## src/rtl/fdiv_seq.sv

```systemverilog
// Iterative IEEE-754 FP32/FP16 divider: radix-2 restoring mantissa divide behind a start/busy/done handshake.
// Define FDIV_FTZ_EN to flush subnormal operands and tiny results to signed zero.
module fdiv_seq #(
    parameter int BITS_PER_CYCLE = 1
) (
    input  logic        clk,
    input  logic        rst_n,
    input  logic        start,
    input  logic [31:0] op_a,
    input  logic [31:0] op_b,
    input  logic        round_mode,
    input  logic        mode_fp,
    output logic        busy,
    output logic        done,
    output logic [31:0] result,
    output logic [4:0]  flags
);

    localparam int DIV_CYCLES = 27 / BITS_PER_CYCLE;

    typedef enum logic [2:0] {
        S_IDLE,
        S_UNPACK,
        S_DIVIDE,
        S_NORM,
        S_ROUND,
        S_DONE
    } state_t;

    // Operand widened to FP32 range: exp is a biased FP32 exponent, mant carries the hidden bit.
    typedef struct packed {
        logic        sign;
        logic        nan;
        logic        inf;
        logic        zero;
        logic [10:0] exp;
        logic [23:0] mant;
    } unpk_t;

    function automatic unpk_t unpack_op(input logic [31:0] op, input logic fp32);
        unpk_t       u;
        logic [7:0]  e;
        logic [22:0] f;
        logic [10:0] bias;
`ifndef FDIV_FTZ_EN
        logic [23:0] raw;
        logic [10:0] eraw;
        int          lz;
`endif
        if (fp32) begin
            u.sign = op[31];
            e      = op[30:23];
            f      = op[22:0];
            bias   = 11'd0;
            u.nan  = (&op[30:23]) && (|f);
            u.inf  = (&op[30:23]) && !(|f);
        end else begin
            u.sign = op[15];
            e      = {3'b000, op[14:10]};
            f      = {op[9:0], 13'd0};
            bias   = 11'd112;
            u.nan  = (&op[14:10]) && (|f);
            u.inf  = (&op[14:10]) && !(|f);
        end
`ifdef FDIV_FTZ_EN
        u.zero = (e == 8'd0);
        u.exp  = {3'b000, e} + bias;
        u.mant = {1'b1, f};
`else
        u.zero = (e == 8'd0) && (f == 23'd0);
        raw    = {(e != 8'd0), f};
        eraw   = ((e != 8'd0) ? {3'b000, e} : 11'd1) + bias;
        lz     = 0;
        for (int i = 0; i < 24; i++) begin
            if (raw[i]) lz = 23 - i;
        end
        u.mant = raw << lz;
        u.exp  = eraw - 11'(lz);
`endif
        return u;
    endfunction

    function automatic logic [31:0] pack_inf(input logic s, input logic fp32);
        return fp32 ? {s, 8'hFF, 23'd0} : {16'd0, s, 5'h1F, 10'd0};
    endfunction

    function automatic logic [31:0] pack_zero(input logic s, input logic fp32);
        return fp32 ? {s, 31'd0} : {16'd0, s, 15'd0};
    endfunction

    // Right shift that folds every discarded bit into a sticky bit (LSB of the return value).
    function automatic logic [27:0] shr_sticky(input logic [26:0] v, input logic [10:0] sh);
        logic [26:0] mask;
        if (sh >= 11'd27) return {27'd0, |v};
        mask = (27'd1 << sh) - 27'd1;
        return {v >> sh, |(v & mask)};
    endfunction

    // Mantissa sits in q[26:3] (FP16: q[13:3]); returns {result, flags}.
    function automatic logic [36:0] round_pack(input logic [26:0] q, input logic stk,
                                               input logic [10:0] e, input logic tiny,
                                               input logic s, input logic fp32, input logic rne);
        logic [23:0] mant;
        logic        g, r, st, inx, inc, carry, hid, ovf;
        logic [24:0] sum;
        logic [10:0] eo;
        logic [31:0] res;
        mant  = q[26:3];
        g     = q[2];
        r     = q[1];
        st    = q[0] | stk;
        inx   = g | r | st;
        inc   = rne & g & (r | st | mant[0]);
        sum   = {1'b0, mant} + {24'd0, inc};
        carry = fp32 ? sum[24] : sum[11];
        hid   = fp32 ? sum[23] : sum[10];
        // A subnormal that rounds up into the hidden bit becomes the smallest normal.
        eo    = tiny ? {10'd0, hid} : e + {10'd0, carry};
        ovf   = fp32 ? (eo >= 11'd255) : (eo >= 11'd31);
        if (ovf)       res = pack_inf(s, fp32);
        else if (fp32) res = {s, eo[7:0], sum[22:0]};
        else           res = {16'd0, s, eo[4:0], sum[9:0]};
        return {res, 1'b0, ovf, tiny & inx, 1'b0, inx | ovf};
    endfunction

    state_t             state;
    logic [31:0]        a_q, b_q;
    logic               rne_q, fp32_q, sign_q;
    logic               spec_q, sticky_q, tiny_q;
    logic [31:0]        spec_res_q;
    logic [4:0]         spec_flg_q;
    logic signed [10:0] exp_q;
    logic [25:0]        rem_q, rem_n;
    logic [26:0]        quo_q, quo_n;
    logic [23:0]        div_q;
    logic [4:0]         cnt_q;

    unpk_t              ua, ub;
    logic [26:0]        nq;
    logic signed [10:0] ne, te;
    logic [10:0]        sh;
    logic [27:0]        shr;
    logic               n_ovf, n_tiny;
    logic [36:0]        rp;

    always_comb begin
        ua = unpack_op(a_q, fp32_q);
        ub = unpack_op(b_q, fp32_q);
    end

    always_comb begin
        rem_n = rem_q;
        quo_n = quo_q;
        for (int i = 0; i < BITS_PER_CYCLE; i++) begin
            if (rem_n >= {2'b00, div_q}) begin
                rem_n = (rem_n - {2'b00, div_q}) << 1;
                quo_n = {quo_n[25:0], 1'b1};
            end else begin
                rem_n = rem_n << 1;
                quo_n = {quo_n[25:0], 1'b0};
            end
        end
    end

    // FP16 results are aligned 13 bits lower so rounding happens once, at the target precision.
    always_comb begin
        nq = quo_q;
        ne = exp_q;
        if (!quo_q[26]) begin
            nq = {quo_q[25:0], 1'b0};
            ne = exp_q - 11'sd1;
        end
        te     = fp32_q ? ne : ne - 11'sd112;
        n_ovf  = fp32_q ? (te >= 11'sd255) : (te >= 11'sd31);
        n_tiny = (te <= 11'sd0);
        sh     = fp32_q ? 11'd0 : 11'd13;
`ifndef FDIV_FTZ_EN
        if (n_tiny) sh = sh + (11'sd1 - te);
`endif
        shr = shr_sticky(nq, sh);
    end

    always_comb rp = round_pack(quo_q, sticky_q, exp_q, tiny_q, sign_q, fp32_q, rne_q);

    always_ff @(posedge clk or negedge rst_n) begin
        if (!rst_n) begin
            state      <= S_IDLE;
            busy       <= 1'b0;
            done       <= 1'b0;
            result     <= 32'd0;
            flags      <= 5'd0;
            a_q        <= 32'd0;
            b_q        <= 32'd0;
            rne_q      <= 1'b0;
            fp32_q     <= 1'b0;
            sign_q     <= 1'b0;
            spec_q     <= 1'b0;
            sticky_q   <= 1'b0;
            tiny_q     <= 1'b0;
            spec_res_q <= 32'd0;
            spec_flg_q <= 5'd0;
            exp_q      <= 11'sd0;
            rem_q      <= 26'd0;
            quo_q      <= 27'd0;
            div_q      <= 24'd0;
            cnt_q      <= 5'd0;
        end else begin
            done <= 1'b0;
            case (state)
                S_IDLE: begin
                    if (start) begin
                        a_q    <= op_a;
                        b_q    <= op_b;
                        rne_q  <= round_mode;
                        fp32_q <= mode_fp;
                        busy   <= 1'b1;
                        state  <= S_UNPACK;
                    end
                end
                S_UNPACK: begin
                    // Specials bypass the datapath and pass through ROUND unchanged.
                    sign_q <= ua.sign ^ ub.sign;
                    spec_q <= 1'b1;
                    state  <= S_ROUND;
                    if (ua.nan || ub.nan || (ua.zero && ub.zero) || (ua.inf && ub.inf)) begin
                        spec_res_q <= fp32_q ? 32'h7FC0_0000 : 32'h0000_7E00;
                        spec_flg_q <= 5'b10000;
                    end else if (ub.zero) begin
                        spec_res_q <= pack_inf(ua.sign ^ ub.sign, fp32_q);
                        spec_flg_q <= 5'b00010;
                    end else if (ua.inf) begin
                        spec_res_q <= pack_inf(ua.sign ^ ub.sign, fp32_q);
                        spec_flg_q <= 5'b00000;
                    end else if (ub.inf || ua.zero) begin
                        spec_res_q <= pack_zero(ua.sign ^ ub.sign, fp32_q);
                        spec_flg_q <= 5'b00000;
                    end else begin
                        spec_q <= 1'b0;
                        exp_q  <= ua.exp - ub.exp + 11'd127;
                        rem_q  <= {2'b00, ua.mant};
                        div_q  <= ub.mant;
                        quo_q  <= 27'd0;
                        cnt_q  <= 5'(DIV_CYCLES - 1);
                        state  <= S_DIVIDE;
                    end
                end
                S_DIVIDE: begin
                    rem_q <= rem_n;
                    quo_q <= quo_n;
                    if (cnt_q == 5'd0) state <= S_NORM;
                    else               cnt_q <= cnt_q - 5'd1;
                end
                S_NORM: begin
                    if (n_ovf) begin
                        spec_q     <= 1'b1;
                        spec_res_q <= pack_inf(sign_q, fp32_q);
                        spec_flg_q <= 5'b01001;
`ifdef FDIV_FTZ_EN
                    end else if (n_tiny) begin
                        spec_q     <= 1'b1;
                        spec_res_q <= pack_zero(sign_q, fp32_q);
                        spec_flg_q <= 5'b00101;
`endif
                    end else begin
                        quo_q    <= shr[27:1];
                        sticky_q <= shr[0] | (|rem_q);
                        exp_q    <= n_tiny ? 11'sd0 : te;
                        tiny_q   <= n_tiny;
                    end
                    state <= S_ROUND;
                end
                S_ROUND: begin
                    result <= spec_q ? spec_res_q : rp[36:5];
                    flags  <= spec_q ? spec_flg_q : rp[4:0];
                    done   <= 1'b1;
                    busy   <= 1'b0;
                    state  <= S_DONE;
                end
                S_DONE: begin
                    state <= S_IDLE;
                end
                default: begin
                    state <= S_IDLE;
                end
            endcase
        end
    end

endmodule

```

## config.mk

```make
export PLATFORM = sky130hd
export DESIGN_NAME = fdiv_seq
export DESIGN_NICKNAME = d
export VERILOG_FILES = /design/src/rtl/fdiv_seq.sv
export SDC_FILE = /design/constraint.sdc
export NUM_CORES = 1
export LEC_CHECK = 0
export ABC_AREA = 0
export CORE_MARGIN = 2
export CORE_UTILIZATION = 47
export DETAILED_ROUTE_END_ITERATION = 10
export MAX_ROUTING_LAYER = met4
export PLACE_DENSITY = 0.76
export SYNTH_ARGS = -nofsm -noshare
export SYNTH_HDL_FRONTEND = slang
export SYNTH_SLANG_ARGS = --single-unit
```

## constraint.sdc

```tcl
create_clock -name clk -period 8.8 [get_ports clk]
set_input_delay 2.2 -clock clk [delete_from_list [all_inputs] [get_ports clk]]
set_output_delay 2.2 -clock clk [all_outputs]
set_load 0.02 [all_outputs]
```

==> Yosys cells after proc, flatten, opt, wreduce, memory -nomap -nowiden <==
Cells that the tools add are included.
{ "totals": {"register_bits": 242, "input_bits": 69} }
{ "classes": {"addsub": 15, "n_lt_le_gt_ge": 7, "n_eq_ne": 14, "shift": 4, "mux": 132, "n_bitwise": 17, "n_reduce_logical": 54} }
{ "op_table": {"columns": ["operator", "count"], "rows": [
  ["2-to-1 mux 32 bit", 57],
  ["2-to-1 mux 27 bit", 6],
  ["2-to-1 mux 26 bit", 5],
  ["2-to-1 mux 11 bit", 10],
  ["case mux 27 bit (3 select lines)", 1],
  ["2-to-1 mux 5 bit", 13],
  ["case mux 32 bit (2 select lines)", 1],
  ["left shift 24 x 32 -> 24 bit", 2],
  ["2-to-1 mux 28 bit", 2],
  ["OR reduction 27 bit", 2],
  ["case mux 26 bit (2 select lines)", 1],
  ["zero test 23 bit", 2],
  ["2-to-1 mux 23 bit", 2],
  ["OR reduction 23 bit", 2],
  ["subtractor 11 bit", 3],
  ["2-to-1 mux 8 bit", 4],
  ["2-to-1 mux 31 bit", 1],
  ["bitwise AND 27 bit", 1],
  ["left shift 1 x 11 -> 27 bit (first input constant)", 1],
  [">> shifter 27 x 11 -> 27 bit", 1],
  ["subtractor 27 x 1 -> 27 bit (second input constant)", 1],
  ["greater-or-equal comparator 26 x 24 -> 1 bit", 1],
  ["OR reduction 26 bit", 1],
  ["adder 24 x 1 -> 25 bit", 1],
  ["46 further kinds", 122]
]} }

==> Longest topological paths before layout <==
Gate-level depths: netlist (run 1).
{ "logic_depth": {"word_depth": 33, "mapped_depth": 30} }

==> Worst setup path before layout (run 1) <==
OpenSTA, ideal clock, no wires.
{ "synth_timing": {"kind": "reg-to-reg", "start": "reg fp32_q", "end": "reg exp_q[9]", "setup_ns": 0.125, "arrival_time_ns": 6.803, "path_slack_ns": 1.872, "path_stages_with_launch": 25, "path_buffers": 11, "synth_period_minus_slack_ns": 6.928, "cell_sequence": "dfrtp_1 buf_2 buf_1 buf_2 buf_2 clkbuf_1 buf_1 buf_1 clkbuf_1 clkbuf_1 clkbuf_1 buf_1 mux2i_1 fa_1 fa_1 fa_1 ha_1 a21o_1 a21o_1 a21oi_1 o21bai_1 a21oi_1 xnor2_1 a22o_1 mux2_2"} }
{ "synth_between": {"elab_chain_cells": 33, "elab_cells_between_ends": 95} }
{ "synth_lines": {"columns": ["element", "line_no", "text"], "rows": [
  ["start: declaration", "128", "logic rne_q, fp32_q, sign_q;"],
  ["start signal: assignment", "215", "fp32_q <= mode_fp;"],
  ["2-to-1 mux 23 bit", "50", "if (fp32) begin"],
  ["2-to-1 mux 5 bit", "75", "if (raw[i]) lz = 23 - i;"],
  ["2-to-1 mux 32 bit (23 in a row)", "75", null],
  ["subtractor 11 bit", "78", "u.exp = eraw - 11'(lz);"],
  ["subtractor 11 bit", "239", "exp_q <= ua.exp - ub.exp + 11'd127;"],
  ["adder 11 x 7 -> 11 bit", "239", null],
  ["2-to-1 mux 11 bit", "234", "end else if (ub.inf || ua.zero) begin"],
  ["2-to-1 mux 11 bit", "231", "end else if (ua.inf) begin"],
  ["2-to-1 mux 11 bit", "228", "end else if (ub.zero) begin"],
  ["2-to-1 mux 11 bit", "225", "if (ua.nan || ub.nan || (ua.zero && ub.zero) || (ua.inf && ub.inf)) begin"],
  ["case mux 11 bit (2 select lines)", "209", "case (state)"],
  ["end signal: assignment", "239", null],
  ["end signal: assignment", "267", "exp_q <= n_tiny ? 11'sd0 : te;"],
  ["end: declaration", "132", "logic signed [10:0] exp_q;"]
]} }
Several ways; a longest one is shown, not always the timed one. The select of a mux whose other input is x is not followed.
A chain may end at the register's enable or synchronous reset.

==> Final worst setup path (run 1) <==
{ "layout_timing": {"start": "reg exp_q[0]", "end": "reg sticky_q"} }
{ "layout_between": {"elab_chain_cells": 13, "elab_cells_between_ends": 21} }
{ "layout_lines": {"columns": ["element", "line_no", "text"], "rows": [
  ["subtractor 11 x 2 -> 11 bit", "171", "ne = exp_q - 11'sd1;"],
  ["2-to-1 mux 11 bit *", "169", "if (!quo_q[26]) begin"],
  ["subtractor 11 x 8 -> 11 bit", "173", "te = fp32_q ? ne : ne - 11'sd112;"],
  ["2-to-1 mux 11 bit *", "173", null],
  ["subtractor 1 x 11 -> 11 bit", "178", "if (n_tiny) sh = sh + (11'sd1 - te);"],
  ["adder 4 x 11 -> 11 bit", "178", null],
  ["2-to-1 mux 11 bit", "178", null],
  ["left shift 1 x 11 -> 27 bit", "95", "mask = (27'd1 << sh) - 27'd1;"],
  ["subtractor 27 x 1 -> 27 bit", "95", null],
  ["bitwise AND 27 bit", "96", "return {v >> sh, |(v & mask)};"],
  ["OR reduction 27 bit", "96", null],
  ["2-to-1 mux 28 bit", "95", null],
  ["bitwise OR 1 bit", "266", "sticky_q <= shr[0] | (|rem_q);"],
  ["end signal: assignment", "266", null],
  ["end: declaration", "129", "logic spec_q, sticky_q, tiny_q;"]
]} }
Mark *: on every way between the ends. The rest lies on a longest branch, timed or not.

==> flow_summary.json, run 1 <==
{
  "outcome": "finished, final reports clean",
  "post_synth_most_frequent_cells": "sky130_fd_sc_hd__nand2_1, sky130_fd_sc_hd__nor2_1, sky130_fd_sc_hd__dfrtp_1",
  "rows": 73,
  "clock-root-buffer": "sky130_fd_sc_hd__clkbuf_16",
  "fin_nets": 2484,
  "seq_area_frac_synth_pct": 28.4,
  "grt_antenna_before_repair": 0,
  "number_of_global_route_vias_before_repair": 17777,
  "worst_hold_path_stage_count": 2,
  "layout_cell_share_with_drive_strength_beyond_1_pct": 10.2,
  "min-delay-path-class": "reg -> reg",
  "synth_top_cell_area_share_pct": 28.4,
  "routabilityCongestion": 0.975,
  "crit_required_ns": 9.22,
  "final.min_clock_period_ns": 6.98,
  "route.antenna.remaining_nets": 0,
  "initialDrtViolationCount": 1858,
  "slew_viol_final": 0,
  "post_synth_inst_count": 2343,
  "grt_max_degree": 93,
  "syn2layout_area_growth_pct": 11.9,
  "max_freq_mhz": 143,
  "tritoncts_num_sinks": 214,
  "timing.critical_path.to_type": "register",
  "holdCritStartpoint": "div_q[23]",
  "synth_edf_count": 0,
  "slew_limit_headroom_pct": 20.3,
  "vias_per_cell": 6.39,
  "worstPathArrival_ns": 7.41,
  "vias": 18458,
  "hold_end": "div_q[23]",
  "worst-r2r-cell-count": 25,
  "die_h_um": 204,
  "dp.final_hpwl_mm": 46.0,
  "cts.repair.resized": 0,
  "setup_viol": 0,
  "post_synth_instance_area_um2": 18800,
  "final_core_util_pct": 53.1,
  "synthTopCellsByArea": "sky130_fd_sc_hd__dfrtp_1, sky130_fd_sc_hd__mux2_2, sky130_fd_sc_hd__mux2i_1, sky130_fd_sc_hd__nand2_1, sky130_fd_sc_hd__nor2_1",
  "cts-hold-fix-buffers": 0,
  "dieArea_um2": 41700,
  "regToRegEndpoint": "sticky_q",
  "setup-tns-final_ns": 0,
  "wl_mm": 62.3,
  "synth.yosys.warnings": 0,
  "grtUsageTotal_pct": 30.6,
  "coreArea_um2": 39600,
  "tritoncts.num_buffers": 26,
  "wire_per_inst_um": 21.6,
  "syn_area_per_cell_um2": 8.03,
  "cts_max_path_buffers": 3,
  "critical_path_fanout_max": 24,
  "synth-seq-cells": 214,
  "most_used_dff_post_synth": "sky130_fd_sc_hd__dfrtp_1",
  "timing.rr.start": "exp_q[0]",
  "worst-slew-pin-transition_ns": 1.19,
  "antenna_fix_cells": 0,
  "clk_pin_slew_worst_setup_hold_paths_ns": 0.06,
  "yosys.cell_types.count": 102,
  "detail_route.first_pass.iterations": 6,
  "post-synth-top-area-cell": "sky130_fd_sc_hd__dfrtp_1",
  "critical_path.startpoint_type": "register",
  "grt_ovf": 0,
  "maximum_clock_skew_at_final_layout_ns": 0.0179,
  "drv.max_cap_violation_count": 0,
  "buffer_ports.inserted": 107,
  "post-cts-setup-buffers": 0,
  "layout_worst_path_cycle_share_pct": 79.4,
  "yosys.cell_count.top_type": "sky130_fd_sc_hd__nand2_1",
  "cts_tree": "yes",
  "die_width_um": 204,
  "timing.reg2reg.setup_slack_ns": 1.82,
  "worstSkewPairLatency_ns": 0.56,
  "grt_first_pass_wirelength_mm": 99.3,
  "finalHoldViolations": 0,
  "ctsHtreeMaxLevel": 1,
  "io_pins": 108,
  "ys_async_sr_fraction_pct": 100,
  "rsz0062_at_grt": "false",
  "floorplan.initialDensity_pct": 47.5,
  "drt_drc_violations_left": 0,
  "critical_path_class": "reg -> reg"
}
layout make-up:
class	instances	area, um^2
fill	3724	18600
multi-input combinational	1852	12400
sequential	214	5360
timing repair buffer	141	1330
clock buffer	34	732
tap	525	657
inverter	108	405
clock inverter	13	176
cells by family (layout without fill, tap and decap cells):
group / after synthesis / count (layout) / synth area share (%)
AOI/OAI and AO/OA: 678 / 678 / 23.6
buffers and inverters: 279 / 296 / 5.87
muxes: 220 / 220 / 12.6
other: 2 / 4 / 0.0399
adders and majority gates: 72 / 72 / 5.50
and+or+nand+nor: 793 / 793 / 19.9
xor gates and xnor gates: 85 / 85 / 3.99
DFF: 214 / 214 / 28.4
stage by stage:
stage	std cells	cell area [um^2]	setup WS (ns)	hold WS [ns]
6_report	2887	21100	1.82	0.464
5_1_grt	2887	21100	1.46	0.497
4_1_cts	2887	21100	1.93	0.471
3_5_place_dp	2840	20200	1.98	0.456
3_3_place_gp	2840	20200	2.04	0.437
2_1_floorplan	2345	18800	1.87	0.418
critical path, stage by stage (launching register included):
cell and delay, ns:
sky130_fd_sc_hd__dfrtp_1 0.52, sky130_fd_sc_hd__inv_1 0.15, sky130_fd_sc_hd__ha_1 0.27, sky130_fd_sc_hd__nor4b_4 0.44, sky130_fd_sc_hd__xnor2_1 0.20, sky130_fd_sc_hd__inv_1 0.16
sky130_fd_sc_hd__ha_1 0.22, sky130_fd_sc_hd__or4b_1 0.44, sky130_fd_sc_hd__mux2_2 0.29, sky130_fd_sc_hd__and2_1 0.17, sky130_fd_sc_hd__or4_4 0.55, sky130_fd_sc_hd__a211oi_4 0.42
sky130_fd_sc_hd__a21o_1 0.37, sky130_fd_sc_hd__a21o_1 0.16, sky130_fd_sc_hd__buf_4 0.26, sky130_fd_sc_hd__nor2_1 0.16, sky130_fd_sc_hd__nand3_1 0.11, sky130_fd_sc_hd__ha_1 0.23
sky130_fd_sc_hd__inv_1 0.09, sky130_fd_sc_hd__a31o_2 0.28, sky130_fd_sc_hd__a311o_1 0.41, sky130_fd_sc_hd__xnor2_1 0.16, sky130_fd_sc_hd__a221oi_1 0.28, sky130_fd_sc_hd__nand4_1 0.13
sky130_fd_sc_hd__nor4_1 0.25, sky130_fd_sc_hd__a21oi_1 0.11
flip-flops by register name, indices dropped and copies added, names as in the netlist, 5 cells and up:
name and cells:
rem_q 26, spec_res_q 6, div_q 24, cnt_q 5, a_q 32, exp_q 11, quo_q 27, flags 5
result 32, b_q 32
per-layer routing:
layer,track usage (%),part of all wire (%),vias up
li1,-,-,8546
met1,38.8,41,8815
met2,50.0,48,912
met3,3.81,7.4,185
met4,11.6,4.1,0
met5,-,0,-
cells in the final DEF (no fill, tap or decap), types with 12 or more instances in the layout:
cell / n
sky130_fd_sc_hd__a211oi_1: 25
sky130_fd_sc_hd__a21o_1: 21
sky130_fd_sc_hd__a21oi_1: 178
sky130_fd_sc_hd__a221oi_1: 27
sky130_fd_sc_hd__a22o_1: 18
sky130_fd_sc_hd__a22oi_1: 31
sky130_fd_sc_hd__a31oi_1: 24
sky130_fd_sc_hd__and3_1: 21
sky130_fd_sc_hd__buf_4: 34
sky130_fd_sc_hd__clkbuf_16: 27
sky130_fd_sc_hd__clkdlybuf4s50_1: 106
sky130_fd_sc_hd__dfrtp_1: 212
sky130_fd_sc_hd__fa_1: 18
sky130_fd_sc_hd__ha_1: 54
sky130_fd_sc_hd__inv_1: 106
sky130_fd_sc_hd__mux2_2: 111
sky130_fd_sc_hd__mux2i_1: 106
sky130_fd_sc_hd__nand2_1: 239
sky130_fd_sc_hd__nand2b_1: 27
sky130_fd_sc_hd__nand3_1: 71
sky130_fd_sc_hd__nand4_1: 24
sky130_fd_sc_hd__nor2_1: 236
sky130_fd_sc_hd__nor2b_1: 14
sky130_fd_sc_hd__nor3_1: 62
sky130_fd_sc_hd__nor4_1: 35
sky130_fd_sc_hd__o21a_1: 17
sky130_fd_sc_hd__o21ai_0: 158
sky130_fd_sc_hd__o22ai_1: 33
sky130_fd_sc_hd__o31ai_1: 15
sky130_fd_sc_hd__or3_1: 12
sky130_fd_sc_hd__xnor2_1: 46
sky130_fd_sc_hd__xor2_1: 38
worst max path at each step:
stage / slack [ns] / from / endpoint
after floorplan: 1.87 / fp32_q / exp_q[9]
final: 1.82 / exp_q[0] / sticky_q
after detailed placement: 1.98 / exp_q[0] / sticky_q
after global routing: 1.46 / fp32_q / exp_q[9]
after CTS: 1.93 / exp_q[0] / sticky_q
after global placement: 2.04 / exp_q[0] / sticky_q
Power of run 1 is left out: the tool's default activity adds up to more than one toggle a clock period on the data nets, which glitch-free logic cannot reach.
==> inputs of run 2 (changes only) <==
==> constraint.sdc (replaced) <==
create_clock -name clk -period 6.92 [get_ports clk]
set_input_delay 1.73 -clock clk [delete_from_list [all_inputs] [get_ports clk]]
set_output_delay 1.73 -clock clk [all_outputs]
set_load 0.02 [all_outputs]
==> run 2 against run 1 <==
Worst setup slack worse by 1.4 ns. Sequential share of layout area down 0.28 points. Wire length increased by 0.81%.
==> flow_summary.json, run 2 (same netlist as run 1, synthesis figures left out) <==
{
  "dp.final_hpwl_mm": 46.5,
  "layout_top_registers": "a_q (32), b_q (32), result (32)",
  "coreArea_um2": 39600,
  "hold_end": "div_q[23]",
  "tritoncts_num_sinks": 214,
  "slew_viol_final": 0,
  "layout_worst_path_cycle_share_pct": 93.5,
  "maximum_clock_skew_at_final_layout_ns": 0.0218,
  "die_h_um": 204,
  "slowest_delay_ns": 0.55,
  "vias_per_cell": 6.39,
  "floorplan.initialDensity_pct": 47.5,
  "buffer_ports.inserted": 107,
  "slew_limit_headroom_pct": 32.0,
  "critical_path.startpoint_type": "register",
  "finalHoldViolations": 0,
  "clock-root-buffer": "sky130_fd_sc_hd__clkbuf_16",
  "cts_tree": "yes",
  "timing.critical_path.to_type": "register",
  "critical_path_fanout_max": 9,
  "routabilityCongestion": 0.986,
  "detail_route.first_pass.iterations": 6,
  "rows": 73,
  "outcome": "finished, final reports clean",
  "worst-r2r-cell-count": 25,
  "wl_mm": 62.8,
  "vias": 18594,
  "mostFrequentLayoutCell": "sky130_fd_sc_hd__nand2_1",
  "tritoncts.num_buffers": 26,
  "drv.max_cap_violation_count": 0,
  "die_width_um": 204,
  "drt_drc_violations_left": 0,
  "worstSkewPairLatency_ns": 0.58,
  "dieArea_um2": 41700,
  "regToRegEndpoint": "sticky_q",
  "cpMaxStageDelayCell": "sky130_fd_sc_hd__or4_4",
  "grt_antenna_before_repair": 0,
  "worstPathArrival_ns": 6.92,
  "final.min_clock_period_ns": 6.47,
  "grtUsageTotal_pct": 30.8,
  "worst_hold_path_stage_count": 2,
  "critical_path_class": "reg -> reg",
  "io_pins": 108,
  "path_buf_inv": 5,
  "rsz0062_at_grt": "false",
  "critical-path-top-delay-family": "simple AND/OR/NAND/NOR gates",
  "setup_viol": 0,
  "cts-hold-fix-buffers": 0,
  "clk_pin_slew_worst_setup_hold_paths_ns": 0.07,
  "min-delay-path-class": "reg -> reg",
  "number_of_global_route_vias_before_repair": 17749,
  "route.antenna.remaining_nets": 0,
  "grt_max_degree": 112,
  "timing.rr.start": "exp_q[1]",
  "holdCritStartpoint": "div_q[23]",
  "grt_first_pass_wirelength_mm": 99.5,
  "antenna_fix_cells": 0,
  "wire_per_inst_um": 21.6,
  "max_freq_mhz": 154,
  "timing.reg2reg.setup_slack_ns": 0.45,
  "layout_cell_share_with_drive_strength_beyond_1_pct": 11.4,
  "worst-slew-pin-transition_ns": 1.02,
  "syn2layout_area_growth_pct": 13.2,
  "grt_ovf": 0,
  "setup-tns-final_ns": 0,
  "cts_max_path_buffers": 3,
  "commonest_cells_after_routing_fill_and_taps_aside": "sky130_fd_sc_hd__nand2_1, sky130_fd_sc_hd__nor2_1, sky130_fd_sc_hd__dfrtp_1, sky130_fd_sc_hd__a21oi_1, sky130_fd_sc_hd__o21ai_0",
  "fin_nets": 2506,
  "ctsHtreeMaxLevel": 1,
  "crit_required_ns": 7.37,
  "initialDrtViolationCount": 1706
}
[run 2: tightest hold or removal path, delay by kind of cell, from the launching register on]
| family | cells | cell delay, ns |
|---|---|---|
| and+or+nand+nor | 1 | 0.05 |
| buffers and inverters | 1 | 0.06 |
| DFF | 1 | 0.32 |
[run 2: routing by layer]
layer / track usage [%] / vias up / wire (um)
li1: - / 8594 / -
met5: - / - / 0
met3: 3.65 / 198 / 4360
met4: 12.7 / 0 / 3090
met2: 50.4 / 886 / 29800
met1: 38.6 / 8916 / 25600
[run 2: layout make-up]
cell class	instances	area [um^2]
inverter	108	405
clock buffer	28	678
timing repair buffer	163	1510
sequential	214	5360
tap	525	657
clock inverter	20	283
multi-input combinational	1852	12400
fill	3703	18300
[run 2: worst max-delay path by stage]
stage,from,end,slack (ns),depth (start not counted)
floorplan,fp32_q,exp_q[9],0.12,24
global placement,exp_q[0],sticky_q,0.39,24
detailed placement,exp_q[0],sticky_q,0.30,24
CTS,exp_q[0],sticky_q,0.27,24
global route,exp_q[1],sticky_q,0.008,24
finish,exp_q[1],sticky_q,0.45,25
[run 2: what timing repair did]
item                       4_1_cts  5_1_grt
setup buffers                    0        4
gates resized for setup          0        4
setup endpoints to repair        0        2
[run 2: through the flow]
stage          worst slack, ns  std cells  hold WS [ns]  cell area, um^2  utilization (%)
2_1_floorplan            0.120       2345         0.418            18800                -
3_3_place_gp             0.393       2858         0.437            20300             51.2
3_5_place_dp             0.296       2858         0.449            20300             51.2
4_1_cts                  0.270       2906         0.463            21300             53.6
5_1_grt                0.00788       2910         0.507            21300             53.7
6_report                 0.447       2910         0.458            21300             53.7
Power of run 2 is left out for the same reason.
==> inputs of run 3 (changes only) <==
--- a/config.mk
+++ b/config.mk
@@ -9,6 +9,7 @@
 export CORE_MARGIN = 2
 export CORE_UTILIZATION = 47
 export DETAILED_ROUTE_END_ITERATION = 10
+export GPL_ROUTABILITY_DRIVEN = 0
 export MAX_ROUTING_LAYER = met4
 export PLACE_DENSITY = 0.76
 export SYNTH_ARGS = -nofsm -noshare
==> run 3 against run 2 <==
First-iteration DRC count rose by 49%. Via count up 0.76%. Core utilization is 0.85 points lower. Die area unchanged. Cell count decreased by 0.82%. Sequential cell count is the same. Worst hold slack lost 0.0047 ns. Critical path type unchanged. Critical endpoint unchanged.
==> flow_summary.json, run 3 (same netlist as run 1, synthesis figures left out) <==
{
  "timing.critical_path.to_type": "register",
  "clk_pin_slew_worst_setup_hold_paths_ns": 0.06,
  "die_h_um": 204,
  "buffer_ports.inserted": 107,
  "layout_top_registers": "a_q (32), b_q (32), result (32)",
  "dp.final_hpwl_mm": 42.7,
  "final.min_clock_period_ns": 6.63,
  "min-delay-path-class": "reg -> reg",
  "die_width_um": 204,
  "grtUsageTotal_pct": 28.4,
  "worstPathArrival_ns": 7.06,
  "layout_worst_path_cycle_share_pct": 95.8,
  "route.antenna.remaining_nets": 0,
  "regToRegEndpoint": "sticky_q",
  "vias": 18735,
  "layout_cell_share_with_drive_strength_beyond_1_pct": 10.2,
  "drv.max_cap_violation_count": 0,
  "detail_route.first_pass.iterations": 8,
  "ctsHtreeMaxLevel": 1,
  "fin_nets": 2484,
  "vias_per_cell": 6.49,
  "worst-slew-pin-transition_ns": 1.29,
  "path_buf_inv": 3,
  "wire_per_inst_um": 20.3,
  "holdCritStartpoint": "div_q[23]",
  "cts-hold-fix-buffers": 0,
  "crit_required_ns": 7.35,
  "setup_viol": 0,
  "slew_limit_headroom_pct": 14.0,
  "crit_end": "sticky_q",
  "grt_ovf": 0,
  "worstSkewPairLatency_ns": 0.57,
  "maximum_clock_skew_at_final_layout_ns": 0.0229,
  "mostFrequentLayoutCell": "sky130_fd_sc_hd__nand2_1",
  "wl_mm": 58.5,
  "rows": 73,
  "syn2layout_area_growth_pct": 11.4,
  "timing.rr.start": "exp_q[0]",
  "met1Wirelength_mm": 22.8,
  "critical_path_class": "reg -> reg",
  "crit_start": "exp_q[0]",
  "outcome": "finished, final reports clean",
  "number_of_global_route_vias_before_repair": 17855,
  "initialDrtViolationCount": 2535,
  "fillerInstances": 3698,
  "layoutNonFillerInstCount": 2886,
  "critical_path.startpoint_type": "register",
  "grt_max_degree": 95,
  "tritoncts_num_sinks": 214,
  "layout.area.seq_um2": 5360,
  "topRoutingLayerUsed": "met4",
  "floorplan.initialDensity_pct": 47.5,
  "dr_wl_met2_mm": 27.2,
  "slowest_delay_ns": 0.56,
  "dieArea_um2": 41700,
  "cts_max_path_buffers": 3,
  "routed-wl-met3_mm": 5.75,
  "clock-root-buffer": "sky130_fd_sc_hd__clkbuf_16",
  "timing.reg2reg.setup_slack_ns": 0.29,
  "finalHoldViolations": 0,
  "critical-path-top-delay-family": "simple AND/OR/NAND/NOR gates",
  "commonest_cells_after_routing_fill_and_taps_aside": "sky130_fd_sc_hd__nand2_1, sky130_fd_sc_hd__nor2_1, sky130_fd_sc_hd__dfrtp_1, sky130_fd_sc_hd__a21oi_1, sky130_fd_sc_hd__o21ai_0",
  "coreArea_um2": 39600,
  "dpl_cell_area_um2": 20200,
  "slew_viol_final": 0,
  "max_freq_mhz": 151,
  "tritoncts.num_buffers": 24,
  "cp_num_cells": 24,
  "grt_first_pass_wirelength_mm": 93.8,
  "drt_drc_violations_left": 0,
  "io_pins": 108,
  "cp_cell_sequence": "inv_1 > ha_1 > nor4b_4 > xnor2_1 > inv_1 > ha_1 > or4b_1 > mux2_2 > and2_1 > or4_4 > a211oi_4 > a21o_1 > nand2_1 > nor2_1 > a31oi_1 > ha_1 > inv_1 > a31o_2 > a311o_1 > xnor2_1 > a221oi_1 > nand4_1 > nor4_1 > a21oi_1",
  "worst-r2r-cell-count": 24,
  "placedCellCount": 2840,
  "multi_input_logic_area_um2": 12400,
  "grt_antenna_before_repair": 0,
  "antenna_fix_cells": 0,
  "critical_path_fanout_max": 10,
  "cts_tree": "yes",
  "stdcell_area_um2": 21000,
  "cpMaxStageDelayCell": "sky130_fd_sc_hd__or4_4"
}
## run 3: metal layers
layer | global-route usage (%) | vias up
met2 | 45.6 | 1127
li1 | - | 8558
met3 | 5.33 | 241
met5 | - | -
met4 | 11.6 | 0
met1 | 35.3 | 8809
## run 3: metrics by stage
stage | TNS (ns) | hold slack [ns] | utilization (%) | setup WS (ns)
6_report | 0 | 0.453 | 52.9 | 0.291
5_1_grt | -0.00859 | 0.493 | 52.9 | -0.00859
4_1_cts | 0 | 0.452 | 52.8 | 0.298
3_5_place_dp | 0 | 0.438 | 50.8 | 0.366
3_3_place_gp | 0 | 0.434 | 50.8 | 0.616
2_1_floorplan | 0 | 0.418 | - | 0.120
## run 3: what timing repair did
| item | in CTS | in global routing |
|---|---|---|
| buffers inserted | 0 | 2 |
| endpoints found under the setup margin | 0 | 4 |
| resized for setup | 0 | 1 |
## run 3: final cells by class
class / count / share of cell area (%)
Multi-Input combinational cell: 1852 / 59.2
Tap cell: 525 / 3.13
Sequential cell: 214 / 25.6
Timing Repair Buffer: 143 / 6.42
Clock buffer: 28 / 3.03
Inverter: 108 / 1.93
Clock inverter: 16 / 0.752
## run 3: how the worst min path moves through the flow
stage,endpoint,slack [ns],cells past startpoint
after floorplan,div_q[23],0.42,2
after global placement,div_q[23],0.43,2
after detailed placement,div_q[23],0.44,2
after CTS,div_q[23],0.45,2
after global routing,spec_flg_q[1],0.49,2
final,div_q[23],0.45,2
## run 3: worst reg2reg max path, cell delays in order, from the launching register on
cell                       delay [ns]
sky130_fd_sc_hd__dfrtp_1         0.53
sky130_fd_sc_hd__inv_1           0.14
sky130_fd_sc_hd__ha_1            0.27
sky130_fd_sc_hd__nor4b_4         0.31
sky130_fd_sc_hd__xnor2_1         0.18
sky130_fd_sc_hd__inv_1           0.15
sky130_fd_sc_hd__ha_1            0.21
sky130_fd_sc_hd__or4b_1          0.45
sky130_fd_sc_hd__mux2_2          0.30
sky130_fd_sc_hd__and2_1          0.18
sky130_fd_sc_hd__or4_4           0.56
sky130_fd_sc_hd__a211oi_4        0.42
sky130_fd_sc_hd__a21o_1          0.36
sky130_fd_sc_hd__nand2_1         0.34
sky130_fd_sc_hd__nor2_1          0.23
sky130_fd_sc_hd__a31oi_1         0.17
sky130_fd_sc_hd__ha_1            0.31
sky130_fd_sc_hd__inv_1           0.10
sky130_fd_sc_hd__a31o_2          0.20
sky130_fd_sc_hd__a311o_1         0.25
sky130_fd_sc_hd__xnor2_1         0.10
sky130_fd_sc_hd__a221oi_1        0.28
sky130_fd_sc_hd__nand4_1         0.12
sky130_fd_sc_hd__nor4_1          0.26
sky130_fd_sc_hd__a21oi_1         0.11
Power of run 3 is left out for the same reason.
